[config.mk]
export PLATFORM = sky130hd
export DESIGN_NAME = sprite_rom_arbiter_flat
export DESIGN_NICKNAME = d
export VERILOG_FILES = /design/src/rtl/sprite_rom_arbiter_if.sv /design/src/rtl/sprite_rom_arbiter.sv /design/src/flat_wrapper.sv
export SDC_FILE = /design/constraint.sdc
export NUM_CORES = 1
export LEC_CHECK = 0
export ABC_AREA = 1
export BUFFER_PORTS_ARGS = -buffer_cell sky130_fd_sc_hd__clkbuf_2
export CAP_MARGIN = 15
export CORE_MARGIN = 5
export CORE_UTILIZATION = 44
export DETAILED_ROUTE_END_ITERATION = 10
export PLACE_DENSITY = 0.78
export SLEW_MARGIN = 20
export SYNTH_ARGS = -nofsm -noshare
export SYNTH_HDL_FRONTEND = slang
export SYNTH_SLANG_ARGS = --single-unit
[constraint.sdc]
create_clock -name clk -period 3.01 [get_ports clk]
set_input_delay 0.4515 -clock clk [delete_from_list [all_inputs] [get_ports clk]]
set_output_delay 0.4515 -clock clk [all_outputs]
set_load 0.02 [all_outputs]
[src/rtl/sprite_rom_arbiter_if.sv]
// Shared-ROM lookup bus: requester handshake, ROM address/data and per-requester responses.
// The slave modport is the arbiter side; the master modport is the requester/ROM side.
interface sprite_rom_arbiter_if #(
   parameter int NUM_REQ    = 3,
   parameter int ADDR_WIDTH = 19
);
   logic [NUM_REQ-1:0]            req_valid;
   logic [NUM_REQ*ADDR_WIDTH-1:0] req_addr;
   logic [NUM_REQ-1:0]            req_ready;
   logic [ADDR_WIDTH-1:0]         rom_addr;
   logic                          rom_data;
   logic [NUM_REQ-1:0]            rsp_valid;
   logic [NUM_REQ-1:0]            rsp_data;
   logic                          err_oob;

   modport slave (
      input  req_valid, req_addr, rom_data,
      output req_ready, rom_addr, rsp_valid, rsp_data, err_oob
   );

   modport master (
      output req_valid, req_addr, rom_data,
      input  req_ready, rom_addr, rsp_valid, rsp_data, err_oob
   );
endinterface

[src/rtl/sprite_rom_arbiter.sv]
// Round-robin arbiter sharing one synchronous 1-bit sprite ROM among NUM_REQ requesters.
// One lookup per cycle, fixed two-edge latency from accept to the routed response.
module sprite_rom_arbiter #(
   parameter int NUM_REQ    = 3,
   parameter int ADDR_WIDTH = 19,
   parameter int ROM_DEPTH  = 235000
) (
   input  logic                  clk,
   input  logic                  reset,
   sprite_rom_arbiter_if.slave   bus
);

   localparam int                PTR_W  = (NUM_REQ > 1) ? $clog2(NUM_REQ) : 1;
   localparam logic [PTR_W:0]    NUM_L  = (PTR_W+1)'(NUM_REQ);
   localparam logic [PTR_W-1:0]  LAST_L = PTR_W'(NUM_REQ - 1);
   localparam logic [63:0]       DEPTH_L = 64'(ROM_DEPTH);

   logic [PTR_W-1:0]        r_ptr;
   logic [2*NUM_REQ-1:0]    w_dbl;
   logic [NUM_REQ-1:0]      w_rot;
   logic [PTR_W-1:0]        w_off;
   logic [PTR_W:0]          w_sum;
   logic [PTR_W-1:0]        w_gnt;
   logic                    w_any;
   logic [ADDR_WIDTH-1:0]   w_addr;
   logic                    w_oob;

   logic [ADDR_WIDTH-1:0]   r_rom_addr;
   logic                    r_vld_p1;
   logic [PTR_W-1:0]        r_idx_p1;
   logic                    r_oob_p1;
   logic                    r_vld_p2;
   logic [PTR_W-1:0]        r_idx_p2;
   logic                    r_oob_p2;
   logic [NUM_REQ-1:0]      r_rsp_valid;
   logic [NUM_REQ-1:0]      r_rsp_data;
   logic                    r_err_oob;

   // Rotate valids so the pointer sits at bit 0, take the lowest set bit, then rotate back.
   always_comb begin
      w_dbl = {bus.req_valid, bus.req_valid} >> r_ptr;
      w_rot = w_dbl[NUM_REQ-1:0];
      w_any = |w_rot;
      w_off = '0;
      for (int k = NUM_REQ - 1; k >= 0; k--) begin
         if (w_rot[k]) w_off = PTR_W'(k);
      end
      w_sum = {1'b0, r_ptr} + {1'b0, w_off};
      if (w_sum >= NUM_L) w_sum = w_sum - NUM_L;
      w_gnt = w_sum[PTR_W-1:0];

      bus.req_ready = '0;
      if (w_any) bus.req_ready[w_gnt] = 1'b1;

      w_addr = bus.req_addr[w_gnt*ADDR_WIDTH +: ADDR_WIDTH];
      w_oob  = {{(64-ADDR_WIDTH){1'b0}}, w_addr} >= DEPTH_L;
   end

   always_ff @(posedge clk or negedge reset) begin
      if (!reset) begin
         r_ptr       <= '0;
         r_rom_addr  <= '0;
         r_vld_p1    <= 1'b0;
         r_idx_p1    <= '0;
         r_oob_p1    <= 1'b0;
         r_vld_p2    <= 1'b0;
         r_idx_p2    <= '0;
         r_oob_p2    <= 1'b0;
         r_rsp_valid <= '0;
         r_rsp_data  <= '0;
         r_err_oob   <= 1'b0;
      end else begin
         // p1: accept edge, address launched to the ROM
         r_vld_p1 <= w_any;
         r_idx_p1 <= w_gnt;
         r_oob_p1 <= w_oob;
         if (w_any) begin
            r_ptr      <= (w_gnt == LAST_L) ? '0 : w_gnt + 1'b1;
            r_rom_addr <= w_oob ? '0 : w_addr;
            if (w_oob) r_err_oob <= 1'b1;
         end

         // p2: ROM is registering its output for the p1 address
         r_vld_p2 <= r_vld_p1;
         r_idx_p2 <= r_idx_p1;
         r_oob_p2 <= r_oob_p1;

         // output: capture the pixel for the originating requester only
         r_rsp_valid <= '0;
         if (r_vld_p2) begin
            r_rsp_valid[r_idx_p2] <= 1'b1;
            r_rsp_data[r_idx_p2]  <= bus.rom_data & ~r_oob_p2;
         end
      end
   end

   assign bus.rom_addr  = r_rom_addr;
   assign bus.rsp_valid = r_rsp_valid;
   assign bus.rsp_data  = r_rsp_data;
   assign bus.err_oob   = r_err_oob;

endmodule

[src/flat_wrapper.sv]
// flat-port wrapper written by rule: the top's interface ports become plain ports
module sprite_rom_arbiter_flat 
#(
   parameter int NUM_REQ    = 3,
   parameter int ADDR_WIDTH = 19,
   parameter int ROM_DEPTH  = 235000
)
  (clk, reset, bus_req_valid, bus_req_addr, bus_rom_data, bus_req_ready, bus_rom_addr, bus_rsp_valid, bus_rsp_data, bus_err_oob);
  sprite_rom_arbiter_if #(.NUM_REQ(NUM_REQ), .ADDR_WIDTH(ADDR_WIDTH)) bus_i ();
  input  logic clk;
  input  logic reset;
  input wire logic [$bits(bus_i.req_valid)-1:0] bus_req_valid;
  input wire logic [$bits(bus_i.req_addr)-1:0] bus_req_addr;
  input wire logic [$bits(bus_i.rom_data)-1:0] bus_rom_data;
  output wire logic [$bits(bus_i.req_ready)-1:0] bus_req_ready;
  output wire logic [$bits(bus_i.rom_addr)-1:0] bus_rom_addr;
  output wire logic [$bits(bus_i.rsp_valid)-1:0] bus_rsp_valid;
  output wire logic [$bits(bus_i.rsp_data)-1:0] bus_rsp_data;
  output wire logic [$bits(bus_i.err_oob)-1:0] bus_err_oob;
  assign bus_i.req_valid = bus_req_valid;
  assign bus_i.req_addr = bus_req_addr;
  assign bus_i.rom_data = bus_rom_data;
  assign bus_req_ready = bus_i.req_ready;
  assign bus_rom_addr = bus_i.rom_addr;
  assign bus_rsp_valid = bus_i.rsp_valid;
  assign bus_rsp_data = bus_i.rsp_data;
  assign bus_err_oob = bus_i.err_oob;
  sprite_rom_arbiter #(.NUM_REQ(NUM_REQ), .ADDR_WIDTH(ADDR_WIDTH), .ROM_DEPTH(ROM_DEPTH)) u_core (.clk(clk), .reset(reset), .bus(bus_i));
endmodule
; After elaboration in Yosys (flattened, before gate mapping)
; Cells that the tools add are included.
[word_totals]
ff_bits = 36
elab_cells = 43
[op_classes]
n_addsub = 3
n_mul = 1
magnitude_cmp = 6
eq_ne = 1
shift = 2
muxes = 13
bitwise_logic = 2
reduce_logical = 4
[op_table]
columns = op, count
row1 = variable part select 57 x 8 -> 19 bit, 1
row2 = >= comparator 19 x 18 -> 1 bit (second input constant), 1
row3 = two-way mux 19 bit, 1
row4 = two-way mux 2 bit, 5
row5 = multiplier 2 x 5 -> 7 bit (second input constant), 1
row6 = < comparator 2 x 3 -> 1 bit (second input constant), 2
row7 = two-way mux 3 bit, 2
row8 = >> shifter 6 x 2 -> 3 bit, 1
row9 = demux 1 bit (select 2 bit), 2
row10 = >= comparator 2 x 1 -> 1 bit (second input constant), 2
row11 = adder 2 x 2 -> 3 bit, 1
row12 = bitwise mux 3 bit, 1
row13 = >= comparator 3 x 2 -> 1 bit (second input constant), 1
row14 = OR reduction 3 bit, 1
row15 = adder 2 x 1 -> 2 bit (second input constant), 1
row16 = equality test 2 bit (second input constant), 1
row17 = logical AND 1 bit, 2
row18 = two-way mux 1 bit, 2
row19 = AND reduction 2 bit, 1
row20 = subtractor 2 bit (second input constant), 1
row21 = AND 1 bit, 1
row22 = inverter 1 bit, 1

; Longest topological paths before layout
; Gate-level depths: netlist of the first run.
[logic_depth]
depth_word = 12
ltp_mapped = 26

; Worst setup path after synthesis of the first run
; OpenSTA, ideal clock, no wires.
[synth_timing]
path_kind = input to register
start = input port bus_req_valid[0]
end = register u_core.r_rom_addr[0], in the netlist u_core.bus.rom_addr[0]
setup_ns = 0.132
arrival_ns = 3.106
setup_slack_ns = -0.229
path_stages = 22
n_path_buf = 3
path_cell_list = o21ai_0 > nand2_1 > o21ai_0 > a21oi_1 > ha_1 > fa_1 > ha_1 > nor2_4 > nand2_4 > nand2_4 > nand2_4 > buf_6 > buf_6 > nand3_2 > nand3_2 > nor2_1 > nand3_1 > nor2_1 > nand2_1 > nand2_2 > buf_6 > a21oi_2
[synth_between]
elab_chain_cells = 11
[synth_rtl]
columns = item, line
row1 = start: declaration, flat_wrapper.sv:12  ; input wire logic [$bits(bus_i.req_valid)-1:0] bus_req_valid;
row2 = >> shifter 6 x 2 -> 3 bit *, sprite_rom_arbiter.sv:41  ; w_dbl = {bus.req_valid, bus.req_valid} >> r_ptr;
row3 = two-way mux 2 bit (2 in series), sprite_rom_arbiter.sv:46  ; if (w_rot[k]) w_off = PTR_W'(k);
row4 = two-way mux 2 bit *, sprite_rom_arbiter.sv:46
row5 = adder 2 x 2 -> 3 bit *, sprite_rom_arbiter.sv:48  ; w_sum = {1'b0, r_ptr} + {1'b0, w_off};
row6 = >= comparator 3 x 2 -> 1 bit or subtractor 2 bit (tied branches), sprite_rom_arbiter.sv:49  ; if (w_sum >= NUM_L) w_sum = w_sum - NUM_L;
row7 = two-way mux 2 bit *, sprite_rom_arbiter.sv:49
row8 = multiplier 2 x 5 -> 7 bit *, sprite_rom_arbiter.sv:55  ; w_addr = bus.req_addr[w_gnt*ADDR_WIDTH +: ADDR_WIDTH];
row9 = variable part select 57 x 8 -> 19 bit *, sprite_rom_arbiter.sv:55
row10 = >= comparator 19 x 18 -> 1 bit *, sprite_rom_arbiter.sv:56  ; w_oob = {{(64-ADDR_WIDTH){1'b0}}, w_addr} >= DEPTH_L;
row11 = named net u_core.w_oob, sprite_rom_arbiter.sv:26  ; logic w_oob;
row12 = two-way mux 19 bit *, sprite_rom_arbiter.sv:79  ; r_rom_addr <= w_oob ? '0 : w_addr;
row13 = end signal: assignment, sprite_rom_arbiter.sv:79
row14 = end: declaration, sprite_rom_arbiter.sv:28  ; logic [ADDR_WIDTH-1:0] r_rom_addr;
; Mark *: on every way through the listed nets, which the timed path passes. The rest lies on a longest branch.
; A chain may end at the register's enable or synchronous reset.

; Worst setup path in the final report of the first run
[layout_timing]
start = register u_core.r_ptr[0]
end = register u_core.r_err_oob, in the netlist u_core.bus.err_oob
[layout_between]
elab_chain_cells = 11
[layout_rtl]
columns = item, line
row1 = start: declaration, sprite_rom_arbiter.sv:18  ; logic [PTR_W-1:0] r_ptr;
row2 = start signal: assignment, sprite_rom_arbiter.sv:78  ; r_ptr <= (w_gnt == LAST_L) ? '0 : w_gnt + 1'b1;
row3 = >> shifter 6 x 2 -> 3 bit, sprite_rom_arbiter.sv:41
row4 = two-way mux 2 bit (3 in series), sprite_rom_arbiter.sv:46
row5 = adder 2 x 2 -> 3 bit, sprite_rom_arbiter.sv:48
row6 = >= comparator 3 x 2 -> 1 bit or subtractor 2 bit (tied branches), sprite_rom_arbiter.sv:49
row7 = two-way mux 2 bit, sprite_rom_arbiter.sv:49
row8 = multiplier 2 x 5 -> 7 bit, sprite_rom_arbiter.sv:55
row9 = variable part select 57 x 8 -> 19 bit, sprite_rom_arbiter.sv:55
row10 = >= comparator 19 x 18 -> 1 bit, sprite_rom_arbiter.sv:56
row11 = AND reduction 2 bit (no source line) *, -
row12 = end signal: assignment, sprite_rom_arbiter.sv:71  ; r_err_oob <= 1'b0;
row13 = end signal: assignment, sprite_rom_arbiter.sv:80  ; if (w_oob) r_err_oob <= 1'b1;
row14 = end: declaration, sprite_rom_arbiter.sv:37  ; logic r_err_oob;
; Mark *: on every way between the ends. The rest lies on a longest branch, timed or not.

==> results_dict.tcl, run 1 <==
set metrics [dict create \
    status "finished, violations left" \
    violations "negative setup slack" \
    portBuffers 91 \
    hold_viol 0 \
    cp_max_fo 6 \
    start_util_pct 44.91 \
    dp_cells 493 \
    ant_nets 0 \
    worstSetupStartpointType "flip-flop" \
    drv_slew 0 \
    worst_pin_slew_ns 0.9009 \
    drive_gt1_share_pct 56.44 \
    diodes 0 \
    post_drt_wl_per_cell_um 17.11 \
    grt_pass1_wl_um 13100 \
    synth_top_family_by_area "simple AND/OR/NAND/NOR gates" \
    die_y_um 81.74 \
    place_congestion 0.8258 \
    synth_compound_area_share_pct 15.69 \
    syn-instance-count 307 \
    vias 2862 \
    cp.required_ns 3.24 \
    clk_path_buf_depth 2 \
    routed_via_density 5.340 \
    yosys_warnings 0 \
    setup_viol 23 \
    io_pins 92 \
    crit_type "reg2reg" \
    nNetsFinal 531 \
    synth_xor_area_share_pct 0 \
    grt_max_degree 37 \
    ys_top_cells_by_area "dfrtp_1, nand2_1, a21oi_1" \
    drv_cap 0 \
    setup_tns_ns -14.42 \
    yosys.area_share.adder_pct 1.989 \
    tritoncts "built" \
    area_growth_pct 73.81 \
    drtIter0Drc 139 \
    grt-ovfl-total 0 \
    fin_worst_skew_ns 0.01000 \
    drtPass1Iterations 4 \
    dieArea_mm2 0.006681 \
    hp-class "in2async" \
    gr-usage-all-layers_pct 25.91 \
    timing.fmax_ghz 0.2701 \
    cts_hold_buffers 0 \
    cts-root-buf "clkbuf_8" \
    fin_area_mm2 0.003936 \
    synth_top_area_share_pct 39.78 \
    cts.sinks 36 \
    ys_ff_latch 36 \
    yosysTopAreaCell "dfrtp_1" \
    fin_ws_ns -0.6922 \
    avgSynthCellArea_um2 7.377 \
    r2r_slack_ns -0.69 \
    maxSlewHeadroom_pct 39.94 \
    seq_area_frac_synth_pct 39.78 \
    die_w_um 81.74 \
    synthDistinctLibCells 28 \
    rsz0062_at_grt "true" \
    worstPathArrival_ns 3.93 \
    antenna_found_initial 0 \
    cts_buffers 5 \
    clk_pin_slew_worst_paths_ns 0.08 \
    fillCellCount 296 \
    period_needed_ns 3.702 \
    dp_hpwl_um 4787 \
    reg2reg_from "u_core.r_ptr[0]$_DFFE_PN0P_" \
    finalNonFillerCells 536 \
    synthMuxAreaShare_pct 2.210 \
    r2r_cells 22 \
    num_rows 26 \
    yosys.area_share.simple_pct 29.94 \
    place_ws_ns -0.4886 \
    wl_um 9172 \
    place_area_mm2 0.003032 \
    syn_nets 373 \
    core-area_mm2 0.005042 \
    rr_endpoint "u_core.bus.err_oob$_DFFE_PN0P_" \
    grt_pass1_vias 2934 \
    ctsHtreeMaxLevel 2 \
    cp-end-kind "flip-flop" \
    period_share_pct 123.0 \
    worstSkewPairLatency_ns 0.29 \
    remaining_drc_errors 0 \
    synth_area_mm2 0.002265 \
]
[synth_stat cells]
master / count
o21ai_0: 15
mux2i_1: 5
buf_6: 4
a22oi_1: 3
or2_0: 1
nand3_2: 2
a21oi_1: 32
nand2_1: 101
ha_1: 2
buf_2: 2
a21oi_2: 10
dfrtp_1: 36
fa_1: 1
nand2_4: 5
nor3b_1: 1
nor2_4: 2
nor2_1: 16
nand4_1: 1
inv_2: 3
nand2_2: 5
nor2_2: 1
inv_1: 36
o21ai_1: 2
clkbuf_1: 4
buf_4: 2
buf_1: 1
nand3b_1: 5
nand3_1: 9
[state kept, by name, summed over array words and instances (netlist names)]
register / count
u_core.bus.rsp_valid: 3
u_core.r_oob_p1: 1
u_core.r_vld_p1: 1
u_core.r_oob_p2: 1
u_core.r_idx_p1: 2
u_core.bus.rom_addr: 19
u_core.bus.err_oob: 1
u_core.r_vld_p2: 1
u_core.bus.rsp_data: 3
u_core.r_idx_p2: 2
u_core.r_ptr: 2
[repair_timing]
item	CTS	global route
gates resized for setup	85	35
cloned	5	0
setup endpoints to repair	23	24
pin swaps	41	23
setup buffers	26	8
[per-stage QoR]
step / hold WS [ns] / utilization, %
2_1_floorplan: 0.1559 / -
3_3_place_gp: 0.3329 / 60.12
3_5_place_dp: 0.3405 / 60.12
4_1_cts: 0.2907 / 75.71
5_1_grt: 0.3546 / 78.06
6_report: 0.2696 / 78.06
[worst max-delay path by stage]
stage	start	end	slack, ns	cells after the start
after global routing	u_core.r_ptr[0]$_DFFE_PN0P_	u_core.bus.err_oob$_DFFE_PN0P_	-0.82	22
final	u_core.r_ptr[0]$_DFFE_PN0P_	u_core.bus.err_oob$_DFFE_PN0P_	-0.69	22
after detailed placement	bus_req_valid[1]	u_core.bus.rom_addr[10]$_DFFE_PN0P_	-0.49	26
after CTS	u_core.r_ptr[0]$_DFFE_PN0P_	bus_req_ready[0]	-0.51	17
after floorplan	bus_req_valid[1]	u_core.bus.rom_addr[0]$_DFFE_PN0P_	-0.15	24
after global placement	bus_req_valid[1]	u_core.bus.rom_addr[13]$_DFFE_PN0P_	-0.40	25
[layer usage]
metal | up-vias | GRT usage, % | part of all wire, %
li1 | 1288 | - | -
met1 | 1356 | 27.32 | 35
met2 | 163 | 46.45 | 53
met3 | 55 | 6.908 | 6.9
met4 | 0 | 14.29 | 5.1
met5 | - | 0 | 0
[layout by cell type, fill, tap and decap left out, drive strengths merged]
cell and instances:
a21oi 42, a22oi 3, buf 74, bufinv 3, clkbuf 94, clkinvlp 1
dfrtp 36, fa 1, ha 2, inv 38, mux2i 5, nand2 112
nand3 11, nand3b 5, nand4 1, nor2 19, nor3b 1, o21ai 17
or2 1
[worst max-delay path, cell delays in order, from the launching register on]
cell	delay, ns
dfrtp_2	0.44
mux2i_2	0.26
nand2_1	0.12
a21oi_2	0.15
ha_2	0.19
fa_2	0.46
ha_4	0.19
nor2_4	0.14
nand2_4	0.08
buf_6	0.14
nand2_8	0.09
buf_6	0.12
buf_4	0.11
a21oi_2	0.05
a21oi_2	0.17
nand2_1	0.14
nor2_2	0.20
a21oi_4	0.09
nand2_4	0.10
buf_12	0.12
buf_16	0.12
nand2_2	0.05
nand2_2	0.09
[layout make-up]
class	count	area [µm²]	area share (%)
clock buffer	5	68.82	1.748
multi-input combinational	220	1464	37.19
tap	70	87.58	2.225
clock inverter	3	90.09	2.289
timing repair buffer	163	1171	29.75
sequential	36	902.1	22.92
inverter	39	152.6	3.878
[kinds of logic (layout without fill, tap and decap cells)]
family | count (synthesis) | after routing
AOI/OAI and AO/OA | 62 | 62
adders and majority gates | 3 | 3
buffers and inverters | 52 | 210
DFF | 36 | 36
muxes | 5 | 5
and+or+nand+nor | 149 | 150
Power of run 1 is left out: the tool's default activity adds up to more than one toggle a clock period on the data nets, which glitch-free logic cannot reach.
==> inputs of run 2 (changes only) <==
--- a/config.mk
+++ b/config.mk
@@ -5,7 +5,6 @@
 export SDC_FILE = /design/constraint.sdc
 export NUM_CORES = 1
 export LEC_CHECK = 0
-export ABC_AREA = 1
 export BUFFER_PORTS_ARGS = -buffer_cell sky130_fd_sc_hd__clkbuf_2
 export CAP_MARGIN = 15
 export CORE_MARGIN = 5
==> results_dict.tcl, run 2 <==
set metrics [dict create \
    status "finished, violations left" \
    violations "negative setup slack" \
    grt_pass1_wl_um 10520 \
    fin_util_pct 71.79 \
    worstSetupStartpointType "flip-flop" \
    drtPass1Iterations 4 \
    hold_viol 0 \
    gr-usage-all-layers_pct 20.72 \
    ys_ff_latch 36 \
    avgSynthCellArea_um2 9.998 \
    cts-root-buf "clkbuf_8" \
    remaining_drc_errors 0 \
    critPathMaxStageDelay_ns 0.47 \
    wl_um 6896 \
    grt_pass1_vias 2318 \
    nNetsFinal 427 \
    period_share_pct 127.0 \
    setup_viol 23 \
    synth-edff-count 0 \
    ant_nets 0 \
    die_w_um 81.03 \
    io_pins 92 \
    syn_nets 288 \
    period_needed_ns 3.822 \
    num_rows 25 \
    synthArstFlopShare_pct 100.0 \
    cts_buffers 5 \
    die_y_um 81.03 \
    grt-ovfl-total 0 \
    routed_via_density 5.531 \
    core-area_mm2 0.004817 \
    drv_cap 0 \
    post_drt_wl_per_cell_um 16.07 \
    yosysMostFrequentCell "dfrtp_1" \
    crit_slowest_cell "dfrtp_2" \
    place_congestion 0.9373 \
    crit_path_frequent_cell "a21oi_2" \
    worst_pin_slew_ns 0.8411 \
    wl_met1_um 2866 \
    largest_reg_flops 19 \
    crit_path_cell_trace "mux2_4, a21oi_2, ha_2, fa_2, ha_4, o21ba_4, buf_6, nor4b_1, o32ai_2, nor4_1, a21o_1, a21oi_2, buf_12, a22o_1" \
    ctsHtreeMaxLevel 2 \
    vias 2373 \
    wl_met3_um 471 \
    routed.top_layer "met4" \
    synth_top_area_share_pct 40.59 \
    yosys_warnings 0 \
    r2r_cells 14 \
    antenna_found_initial 0 \
    drive_gt1_share_pct 54.42 \
    fin_ws_ns -0.8121 \
    timing.fmax_ghz 0.2616 \
    seq_area_frac_synth_pct 40.59 \
    worstPathArrival_ns 4.00 \
    cp_max_fo 16 \
    clk_path_buf_depth 2 \
    cp-end-kind "flip-flop" \
    wl_met2_um 3393 \
    final_common_cell "clkbuf_2" \
    synth_area_mm2 0.002220 \
    dieArea_mm2 0.006565 \
    crit_type "reg2reg" \
    hp-class "in2async" \
    clk_pin_slew_worst_paths_ns 0.07 \
    place_ws_ns -1.033 \
    yosysTopAreaCell "dfrtp_1" \
    dp_hpwl_um 5052 \
    ys_top_cells_by_area "dfrtp_1, a22o_1, nor4b_1" \
    synthDistinctLibCells 49 \
    cts_hold_buffers 0 \
    drv_slew 0 \
    tritoncts "built" \
    cts.sinks 36 \
    ys.flop_type "dfrtp_1" \
    portBuffers 91 \
    syn-instance-count 222 \
    maxSlewHeadroom_pct 43.93 \
    rsz0062_at_grt "true" \
    final_cell_mix "clkbuf_2, buf_4, dfrtp_1" \
    start_util_pct 46.08 \
    drtIter0Drc 164 \
    synth_commonest_cells "dfrtp_1, nor2_1, nand2_1" \
    area_growth_pct 55.81 \
    diodes 0 \
    fin_worst_skew_ns 0.005479 \
    grt_max_degree 40 \
    worstSkewPairLatency_ns 0.29 \
    cp.required_ns 3.19 \
]
==> run 2: per-layer routing <==
metal / vias up / GRT usage [%]
met3: 18 / 5.322
met4: 0 / 6.926
li1: 1132 / -
met2: 93 / 34.81
met5: - / 0
met1: 1130 / 25.89
==> run 2: per-stage QoR <==
stage / hold WS (ns) / cell area, µm² / instances / TNS (ns)
3_3_place_gp: 0.3334 / 3139 / 412 / -20.18
4_1_cts: 0.2811 / 3346 / 426 / -16.45
5_1_grt: 0.3235 / 3458 / 429 / -20.89
2_1_floorplan: 0.1559 / 2303 / 222 / -13.47
3_5_place_dp: 0.3347 / 3139 / 412 / -21.74
6_report: 0.2546 / 3458 / 429 / -16.71
==> run 2: layout make-up <==
class / instances / area, µm²
clock buffer: 5 / 68.82
clock inverter: 3 / 42.54
timing repair buffer: 150 / 968.4
fill: 387 / 1359
multi-input combinational: 164 / 1378
tap: 67 / 83.83
inverter: 4 / 15.01
sequential: 36 / 902.1
==> run 2: timing repair <==
| action | in CTS | in global routing |
|---|---|---|
| pin swaps | 7 | 4 |
| setup buffers | 6 | 3 |
| gates resized for setup | 14 | 22 |
| setup endpoints to repair | 24 | 24 |
==> run 2: worst paths after layout <==
check / startpoint / endpoint / slack (ns)
setup / recovery: u_core.r_ptr[0]$_DFFE_PN0P_ / u_core.bus.rom_addr[8]$_DFFE_PN0P_ / -0.81
hold / removal: reset / u_core.r_ptr[1]$_DFFE_PN0P_ / 0.25
setup reg to reg: u_core.r_ptr[0]$_DFFE_PN0P_ / u_core.bus.rom_addr[8]$_DFFE_PN0P_ / -0.81
hold reg to reg: u_core.r_idx_p1[1]$_DFF_PN0_ / u_core.r_idx_p2[1]$_DFF_PN0_ / 0.35
max in group asynchronous: reset / u_core.r_ptr[0]$_DFFE_PN0P_ / 2.18
min in group clk: u_core.r_idx_p1[1]$_DFF_PN0_ / u_core.r_idx_p2[1]$_DFF_PN0_ / 0.35
==> run 2: cell families after synthesis <==
| group | Yosys count | share of synthesized area [%] |
|---|---|---|
| AO/OA/AOI/OAI | 78 | 27.40 |
| adder cells (fa/ha/maj) | 3 | 2.029 |
| buffers and inverters | 22 | 5.580 |
| flip-flops | 36 | 40.59 |
| multiplexers | 9 | 4.340 |
| AND/OR/NAND/NOR | 74 | 20.07 |
==> run 2: worst max-delay path, delay by kind of cell, from the launching register on <==
family                     cells  cell delay, ns
and+or+nand+nor                2            0.72
DFF                            1            0.47
buffers and inverters          2            0.30
muxes                          1            0.32
AOI/OAI and AO/OA              6            1.02
adders and majority gates      3            0.86
Power of run 2 is left out for the same reason.
